[config.mk]
export PLATFORM = sky130hd
export DESIGN_NAME = ram_nxw_2r1w
export DESIGN_NICKNAME = d
export VERILOG_FILES = /design/src/rtl/ram_nxw_2r1w.sv
export SDC_FILE = /design/constraint.sdc
export NUM_CORES = 1
export LEC_CHECK = 0
export CORE_AREA = 2 2 142 144
export CTS_CLUSTER_SIZE = 40
export DETAILED_ROUTE_END_ITERATION = 10
export DIE_AREA = 0 0 144 146
export PLACE_DENSITY = 0.68
export SLEW_MARGIN = 40
export SYNTH_ARGS = -nofsm -noshare
export SYNTH_HDL_FRONTEND = slang
export SYNTH_SLANG_ARGS = --single-unit
[constraint.sdc]
create_clock -name clk -period 2.5 [get_ports clk]
set_clock_uncertainty 0.1 [all_clocks]
set_input_delay 0.75 -clock clk [delete_from_list [all_inputs] [get_ports clk]]
set_output_delay 0.75 -clock clk [all_outputs]
set_load 0.01 [all_outputs]
[src/rtl/ram_nxw_2r1w.sv]
// Register file of 2**AW words x WIDTH bits: one write port, two independent
// registered read ports with valid flags and write-first bypass.
module ram_nxw_2r1w #(
    parameter int WIDTH = 17,
    parameter int AW    = 3
) (
    input  logic             clk,
    input  logic             rst_n,
    input  logic [WIDTH-1:0] wd,
    input  logic [AW-1:0]    wa,
    input  logic             ws,
    input  logic [AW-1:0]    ra1,
    input  logic             rs1,
    input  logic [AW-1:0]    ra2,
    input  logic             rs2,
    output logic [WIDTH-1:0] rd1,
    output logic [WIDTH-1:0] rd2,
    output logic             rv1,
    output logic             rv2
);

    localparam int DEPTH = 2 ** AW;

    logic [WIDTH-1:0] mem_q [DEPTH];
    logic [WIDTH-1:0] mem_d [DEPTH];
    logic [WIDTH-1:0] rd1_q, rd1_d;
    logic [WIDTH-1:0] rd2_q, rd2_d;
    logic             rv1_q, rv1_d;
    logic             rv2_q, rv2_d;

    always_comb begin
        for (int i = 0; i < DEPTH; i++) begin
            mem_d[i] = mem_q[i];
        end
        if (ws) begin
            mem_d[wa] = wd;
        end
    end

    // Read data is forced to zero whenever its valid flag is low.
    always_comb begin
        rd1_d = '0;
        rv1_d = rs1;
        if (rs1) begin
            rd1_d = (ws && (wa == ra1)) ? wd : mem_q[ra1];
        end
        rd2_d = '0;
        rv2_d = rs2;
        if (rs2) begin
            rd2_d = (ws && (wa == ra2)) ? wd : mem_q[ra2];
        end
    end

    always_ff @(posedge clk) begin
        if (!rst_n) begin
            for (int i = 0; i < DEPTH; i++) begin
                mem_q[i] <= '0;
            end
            rd1_q <= '0;
            rd2_q <= '0;
            rv1_q <= 1'b0;
            rv2_q <= 1'b0;
        end else begin
            for (int i = 0; i < DEPTH; i++) begin
                mem_q[i] <= mem_d[i];
            end
            rd1_q <= rd1_d;
            rd2_q <= rd2_d;
            rv1_q <= rv1_d;
            rv2_q <= rv2_d;
        end
    end

    assign rd1 = rd1_q;
    assign rd2 = rd2_q;
    assign rv1 = rv1_q;
    assign rv2 = rv2_q;

endmodule

==> results of run 1 <==
[cell usage after synthesis (11+ instances only)]
master	count
sky130_fd_sc_hd__o21ai_0	27
sky130_fd_sc_hd__mux4_2	28
sky130_fd_sc_hd__buf_2	38
sky130_fd_sc_hd__clkbuf_1	26
sky130_fd_sc_hd__a21boi_0	96
sky130_fd_sc_hd__buf_6	11
sky130_fd_sc_hd__buf_4	13
sky130_fd_sc_hd__nand2_1	274
sky130_fd_sc_hd__o22ai_1	32
sky130_fd_sc_hd__a21oi_1	66
sky130_fd_sc_hd__mux2i_1	66
sky130_fd_sc_hd__a21boi_1	40
sky130_fd_sc_hd__dfxtp_1	172
[layout by cell type (no fill, tap or decap), drive strengths merged, types with 7 or more instances in the layout]
cell and instances:
a21oi 66, o21ai 34, o22ai 32, nand2 279, clkdlybuf4s50 63, a21boi 136, buf 66, clkbuf 23
mux4 36, dfxtp 172, mux2i 66, nor2 7
[worst max path at each step]
stage                      startpoint                 end  slack (ps)
CTS                 rd2[3]$_SDFF_PN0_              rd2[3]         240
global route                   ra2[1]  rd2[12]$_SDFF_PN0_         210
detailed placement             ra1[1]   rd1[1]$_SDFF_PN0_        -130
finish              rd2[3]$_SDFF_PN0_              rd2[3]         240
global placement               ra1[1]   rd1[1]$_SDFF_PN0_        -100
floorplan                      ra2[1]  rd2[12]$_SDFF_PN0_         510
[stage by stage]
stage / hold slack (ps) / cell area, sq um / setup slack (ps) / power, mW / TNS, ps
2_1_floorplan: 340 / 8600 / 511 / 3.32 / 0
3_3_place_gp: 350 / 9850 / -104 / 3.60 / -659
3_5_place_dp: 361 / 9850 / -128 / 3.61 / -1290
4_1_cts: 369 / 10500 / 236 / 6.36 / 0
5_1_grt: 387 / 10500 / 210 / 6.54 / 0
6_report: 366 / 10500 / 242 / 6.36 / 0
[cell type report]
type	count	area (sq um)
clock buffers	23	488
clock inverters	9	133
fillers	1728	8860
inverters	2	7.51
multi-input cells	681	4610
flip-flops and latches	172	3440
well taps	265	332
repair buffers	129	1460
[worst register-to-register path: cells and delay by family, from the launching register on]
family	cells	cell delay, ps
muxes	1	500
AOI/OAI and AO/OA	2	310
DFF	1	350
[logic make-up after synthesis]
family	after synthesis	share of synthesized area, %
flops	172	40.1
simple gates	305	15.5
mux	102	17.5
xor+xnor	6	0.611
compound gates	268	20.0
buf+inv	92	6.29
[report_power, final]
part	switching, mW	internal, mW	leakage [nW]
Sequential	0.0395	2.80	1.39
Combinational	0.393	0.320	1.97
Clock	1.12	1.68	0.300
Total	1.55	4.80	3.66
[layer usage]
metal / up-vias / track usage (%)
li1: 3407 / -
met1: 3515 / 33.7
met2: 321 / 42.2
met3: 63 / 4.80
met4: 0 / 10.4
met5: - / 0
[flip-flops by register name, summed over array words and instances, names as in the netlist]
| name | count |
|---|---|
| mem_q | 136 |
| rd1 | 17 |
| rd2 | 17 |
| rv1 | 1 |
| rv2 | 1 |
==> impl_metrics.py, run 1 <==
metrics = {
    "timing": {
        "finalHoldViolations": 0,
        "setup_violations": 0,
        "setup_repair_after_global_routing_missed_its_margin": "false",
        "timing_max_transition_violations_final": 0,
        "slew_headroom_pct": 70.8,
        "max_slew.worst_pin.slew_ps": 436,
        "top_achievable_clock_speed_mhz": 443,
        "period_minus_slack_ps": 2260,
        "timing.final.crit_share_pct": 90.3,
    },
    "critical_path": {
        "crit_path_end_kind": "output port",
        "worst-r2r-setup-slack_ps": 1130,
        "startpoint_type": "register",
        "timing.critical_path.fanout_max": 1,
        "critical_path.reg2reg.endpoint": "rd1[1]$_SDFF_PN0_",
        "worstRegToRegCells": 3,
        "critical-path-slowest-cell": "sky130_fd_sc_hd__clkdlybuf4s50_1",
        "crit_type": "reg2out",
        "timing.critical_path.buf_inv": 1,
        "critical_path_depth": 1,
        "slowest_delay_ps": 570,
        "cp.arrival_ps": 1410,
        "timing.critical_path.required_ps": 1650,
        "regToRegStartpoint": "mem_q[5][1]$_SDFFE_PN0P_",
        "worst_path_dominant_cell_family": "buffers and inverters",
        "critical_path.cell_chain": "clkdlybuf4s50_1",
    },
    "yosys": {
        "synth-seq-cells": 172,
        "yosysTopAreaCellShare_pct": 40.1,
        "synth_seq_area_share_pct": 40.1,
        "count_of_flip_flops_with_a_built_in_enable_after_synthesis": 0,
        "postSynthAreaPerCell_sq_um": 9.10,
        "synth_warnings": 0,
        "synth-async-reset-ratio_pct": 0,
        "yosys_most_used_dff": "sky130_fd_sc_hd__dfxtp_1",
        "yosys-top-cells-area": "sky130_fd_sc_hd__dfxtp_1 (40%), sky130_fd_sc_hd__nand2_1 (12%), sky130_fd_sc_hd__a21boi_0 (8.4%)",
        "synthesis.area_sq_um": 8600,
        "synth_area_leader_cell": "sky130_fd_sc_hd__dfxtp_1",
        "ys_types": 33,
        "postSynthNetCount": 976,
        "synthCells": 945,
    },
    "cts": {
        "clock-root-buffer": "sky130_fd_sc_hd__clkbuf_16",
        "tritoncts": "yes",
        "clock_latency_late_sink_ps": 440,
        "clockBufferDepth": 2,
        "path_clk_slew_ps": 60,
        "clock_tree.htree_level_count": 4,
        "cts.sink_count": 172,
        "cts_setup_buffers": 0,
        "cts_hold_buf": 0,
        "cts-resized-gates": 0,
        "cts_buffers": 17,
    },
    "drt": {
        "routed_via_density": 5.70,
        "ant_nets": 0,
        "drtPass1Iterations": 5,
        "detail_route.iter0.violations": 557,
        "wl_per_cell_um": 20.6,
        "route.detailed.drc": 0,
        "wire_length_on_met2_um": 12900,
        "vias": 7306,
        "route.top_layer_used": "met4",
        "met3_wirelength_um": 1740,
        "met1_length_um": 11000,
        "drt_wl_total_um": 26400,
    },
    "power": {
        "worst_ir_drop_on_vdd_mv": 0.514,
        "cellLeakagePower_nw": 3.66,
        "power_density_nw_per_um2": 607,
    },
    "place": {
        "gp_congestion": 0.807,
        "place.port_buffers": 66,
        "numPlacedInstances": 1249,
        "dpl.hpwl_um": 16100,
    },
    "job": {
        "maxCapViolations": 0,
    },
    "floorplan": {
        "standard_cell_row_count": 51,
        "ioPinCount": 67,
        "fp.dieArea_sq_um": 21000,
        "die_width_um": 144,
        "placeableCoreArea_sq_um": 19300,
        "dieHeight_um": 146,
        "starting_density_of_the_core_pct": 44.5,
    },
    "cells_and_area": {
        "n_antenna_cell": 0,
        "nNetsFinal": 1034,
        "final_core_utilization_pct": 54.2,
        "layoutNonFillerInstCount": 1281,
        "area_growth_syn_to_layout_pct": 21.8,
        "post_route_cells_drive_above_1_share_pct": 14.6,
    },
    "grt": {
        "grt.total_usage_pct": 25.8,
        "grt_remaining_overflow": 0,
        "first_global_vias": 7090,
        "first_pass_grt_wire_length_um": 40700,
        "grt_start_max_net_pins": 94,
        "initial_antenna_violation_count": 0,
    },
    "hold_path": {
        "hold_end": "mem_q[7][15]$_SDFFE_PN0P_",
        "holdCritPathClass": "reg2reg",
        "holdPathStages": 2,
        "worstHoldStart": "mem_q[7][15]$_SDFFE_PN0P_",
    },
    "outcome": {
        "status": "complete, no violations",
    },
}
(Power assumes the default switching activity.)
==> inputs of run 2 (changes only) <==
--- a/config.mk
+++ b/config.mk
@@ -9,6 +9,7 @@
 export CTS_CLUSTER_SIZE = 40
 export DETAILED_ROUTE_END_ITERATION = 10
 export DIE_AREA = 0 0 144 146
+export MAX_ROUTING_LAYER = met4
 export PLACE_DENSITY = 0.68
 export SLEW_MARGIN = 40
 export SYNTH_ARGS = -nofsm -noshare
==> impl_metrics.py, run 2 (synthesis results as in run 1) <==
metrics = {
    "outcome": {
        "status": "complete, no violations",
    },
    "timing": {
        "setup_violations": 0,
        "max_slew.worst_pin.slew_ps": 466,
        "setup-tns-final_ps": 0,
        "whs_ps": 368,
        "timing.final.crit_share_pct": 90.1,
        "period_minus_slack_ps": 2250,
        "slew_headroom_pct": 68.8,
        "finalHoldViolations": 0,
        "timing_max_transition_violations_final": 0,
        "setup_repair_after_global_routing_missed_its_margin": "false",
        "top_achievable_clock_speed_mhz": 444,
    },
    "cells_and_area": {
        "largest_reg_flops": 136,
        "area_growth_syn_to_layout_pct": 21.8,
        "postLayoutCellArea_sq_um": 10500,
        "fillerInstances": 1728,
        "final_core_utilization_pct": 54.2,
        "largest_register": "mem_q",
        "n_antenna_cell": 0,
        "final_cell_mix": "sky130_fd_sc_hd__nand2_1 (274), sky130_fd_sc_hd__dfxtp_1 (172), sky130_fd_sc_hd__a21boi_0 (96)",
        "final-seq-area_sq_um": 3440,
        "nNetsFinal": 1034,
        "post_route_cells_drive_above_1_share_pct": 14.6,
        "leading_cell_type_in_the_layout_fill_and_taps_excluded": "sky130_fd_sc_hd__nand2_1",
        "multiInputGateArea_sq_um": 4610,
        "layoutNonFillerInstCount": 1281,
    },
    "grt": {
        "first_global_vias": 7086,
        "met1_usage_pct": 33.8,
        "initial_antenna_violation_count": 0,
        "grt_use_met3_pct": 4.71,
        "grt_busiest_layer": "met2",
        "grt.total_usage_pct": 26.6,
        "grt_start_max_net_pins": 94,
        "first_pass_grt_wire_length_um": 40700,
        "use_met2_pct": 42.1,
        "grt_remaining_overflow": 0,
    },
    "drt": {
        "drtPass1Iterations": 5,
        "ant_nets": 0,
        "wl_per_cell_um": 20.6,
        "vias": 7320,
        "drt_wl_total_um": 26400,
        "routed_via_density": 5.71,
        "route.detailed.drc": 0,
        "detail_route.iter0.violations": 601,
    },
    "floorplan": {
        "fp.dieArea_sq_um": 21000,
        "die_width_um": 144,
        "ioPinCount": 67,
        "placeableCoreArea_sq_um": 19300,
        "standard_cell_row_count": 51,
        "starting_density_of_the_core_pct": 44.5,
        "dieHeight_um": 146,
    },
    "critical_path": {
        "crit_type": "reg2out",
        "slowest_delay_ps": 570,
        "critical_path.cell_chain": "clkdlybuf4s50_1",
        "worst_path_dominant_cell_family": "buffers and inverters",
        "timing.critical_path.fanout_max": 1,
        "critical-path-slowest-cell": "sky130_fd_sc_hd__clkdlybuf4s50_1",
        "timing.critical_path.required_ps": 1650,
        "cp.arrival_ps": 1400,
        "crit_path_end_kind": "output port",
        "startpoint_type": "register",
        "timing.critical_path.buf_inv": 1,
    },
    "cts": {
        "path_clk_slew_ps": 60,
        "cts_setup_buffers": 0,
        "cts.sink_count": 172,
        "cts_buffers": 17,
        "tritoncts": "yes",
        "clock_tree.htree_level_count": 4,
        "cts_hold_buf": 0,
        "clockBufferDepth": 2,
        "cts-resized-gates": 0,
        "clock-root-buffer": "sky130_fd_sc_hd__clkbuf_16",
        "clock_latency_late_sink_ps": 430,
    },
    "power": {
        "internal_power_mw": 4.80,
        "sequentialPowerShare_pct": 44.7,
        "power_density_nw_per_um2": 607,
        "switching_share_pct": 24.4,
        "worst_ir_drop_on_vdd_mv": 0.509,
        "cellLeakagePower_nw": 3.66,
        "power.clock.fraction_pct": 44.1,
        "switching_power_mw": 1.55,
        "comb_power_share_pct": 11.2,
    },
    "place": {
        "gp_congestion": 0.819,
        "place.port_buffers": 66,
        "dpl.hpwl_um": 16100,
        "postPlaceCellArea_sq_um": 9850,
        "numPlacedInstances": 1249,
    },
    "job": {
        "maxCapViolations": 0,
    },
    "hold_path": {
        "holdCritPathClass": "reg2reg",
    },
}
==> run 2: power groups by stage <==
stage | Sequential, mW | Combinational (mW) | Clock, mW
3_5_place_dp | 2.90 | 0.705 | 0
3_3_place_gp | 2.90 | 0.696 | 0
5_1_grt | 2.84 | 0.754 | 2.94
2_1_floorplan | 2.90 | 0.423 | 0
6_report | 2.84 | 0.713 | 2.80
4_1_cts | 2.84 | 0.707 | 2.82
==> run 2: worst paths after layout <==
check	startpoint	endpoint	slack [ps]	cells past startpoint
max	rd2[3]$_SDFF_PN0_	rd2[3]	250	1
min	mem_q[7][11]$_SDFFE_PN0P_	mem_q[7][11]$_SDFFE_PN0P_	370	2
max reg2reg	mem_q[5][1]$_SDFFE_PN0P_	rd1[1]$_SDFF_PN0_	1130	3
min reg2reg	mem_q[7][11]$_SDFFE_PN0P_	mem_q[7][11]$_SDFFE_PN0P_	370	2
==> run 2: layer usage <==
| metal | part of all wire, % | vias to the layer above | wire length (um) |
|---|---|---|---|
| met2 | 49 | 330 | 12800 |
| li1 | - | 3405 | - |
| met5 | 0 | - | 0 |
| met4 | 3.0 | 0 | 800 |
| met3 | 6.6 | 65 | 1740 |
| met1 | 42 | 3520 | 11000 |
==> run 2: metrics by stage <==
| step | power [mW] | setup WS, ps |
|---|---|---|
| after floorplan | 3.32 | 511 |
| final | 6.35 | 248 |
| after CTS | 6.36 | 236 |
| after global routing | 6.54 | 207 |
| after detailed placement | 3.61 | -128 |
| after global placement | 3.60 | -104 |
==> run 2: layout make-up <==
type,count,area share [%]
multi-input cells,681,44.0
flip-flops and latches,172,32.9
repair buffers,129,13.9
clock buffers,23,4.66
well taps,265,3.17
clock inverters,9,1.27
inverters,2,0.0717
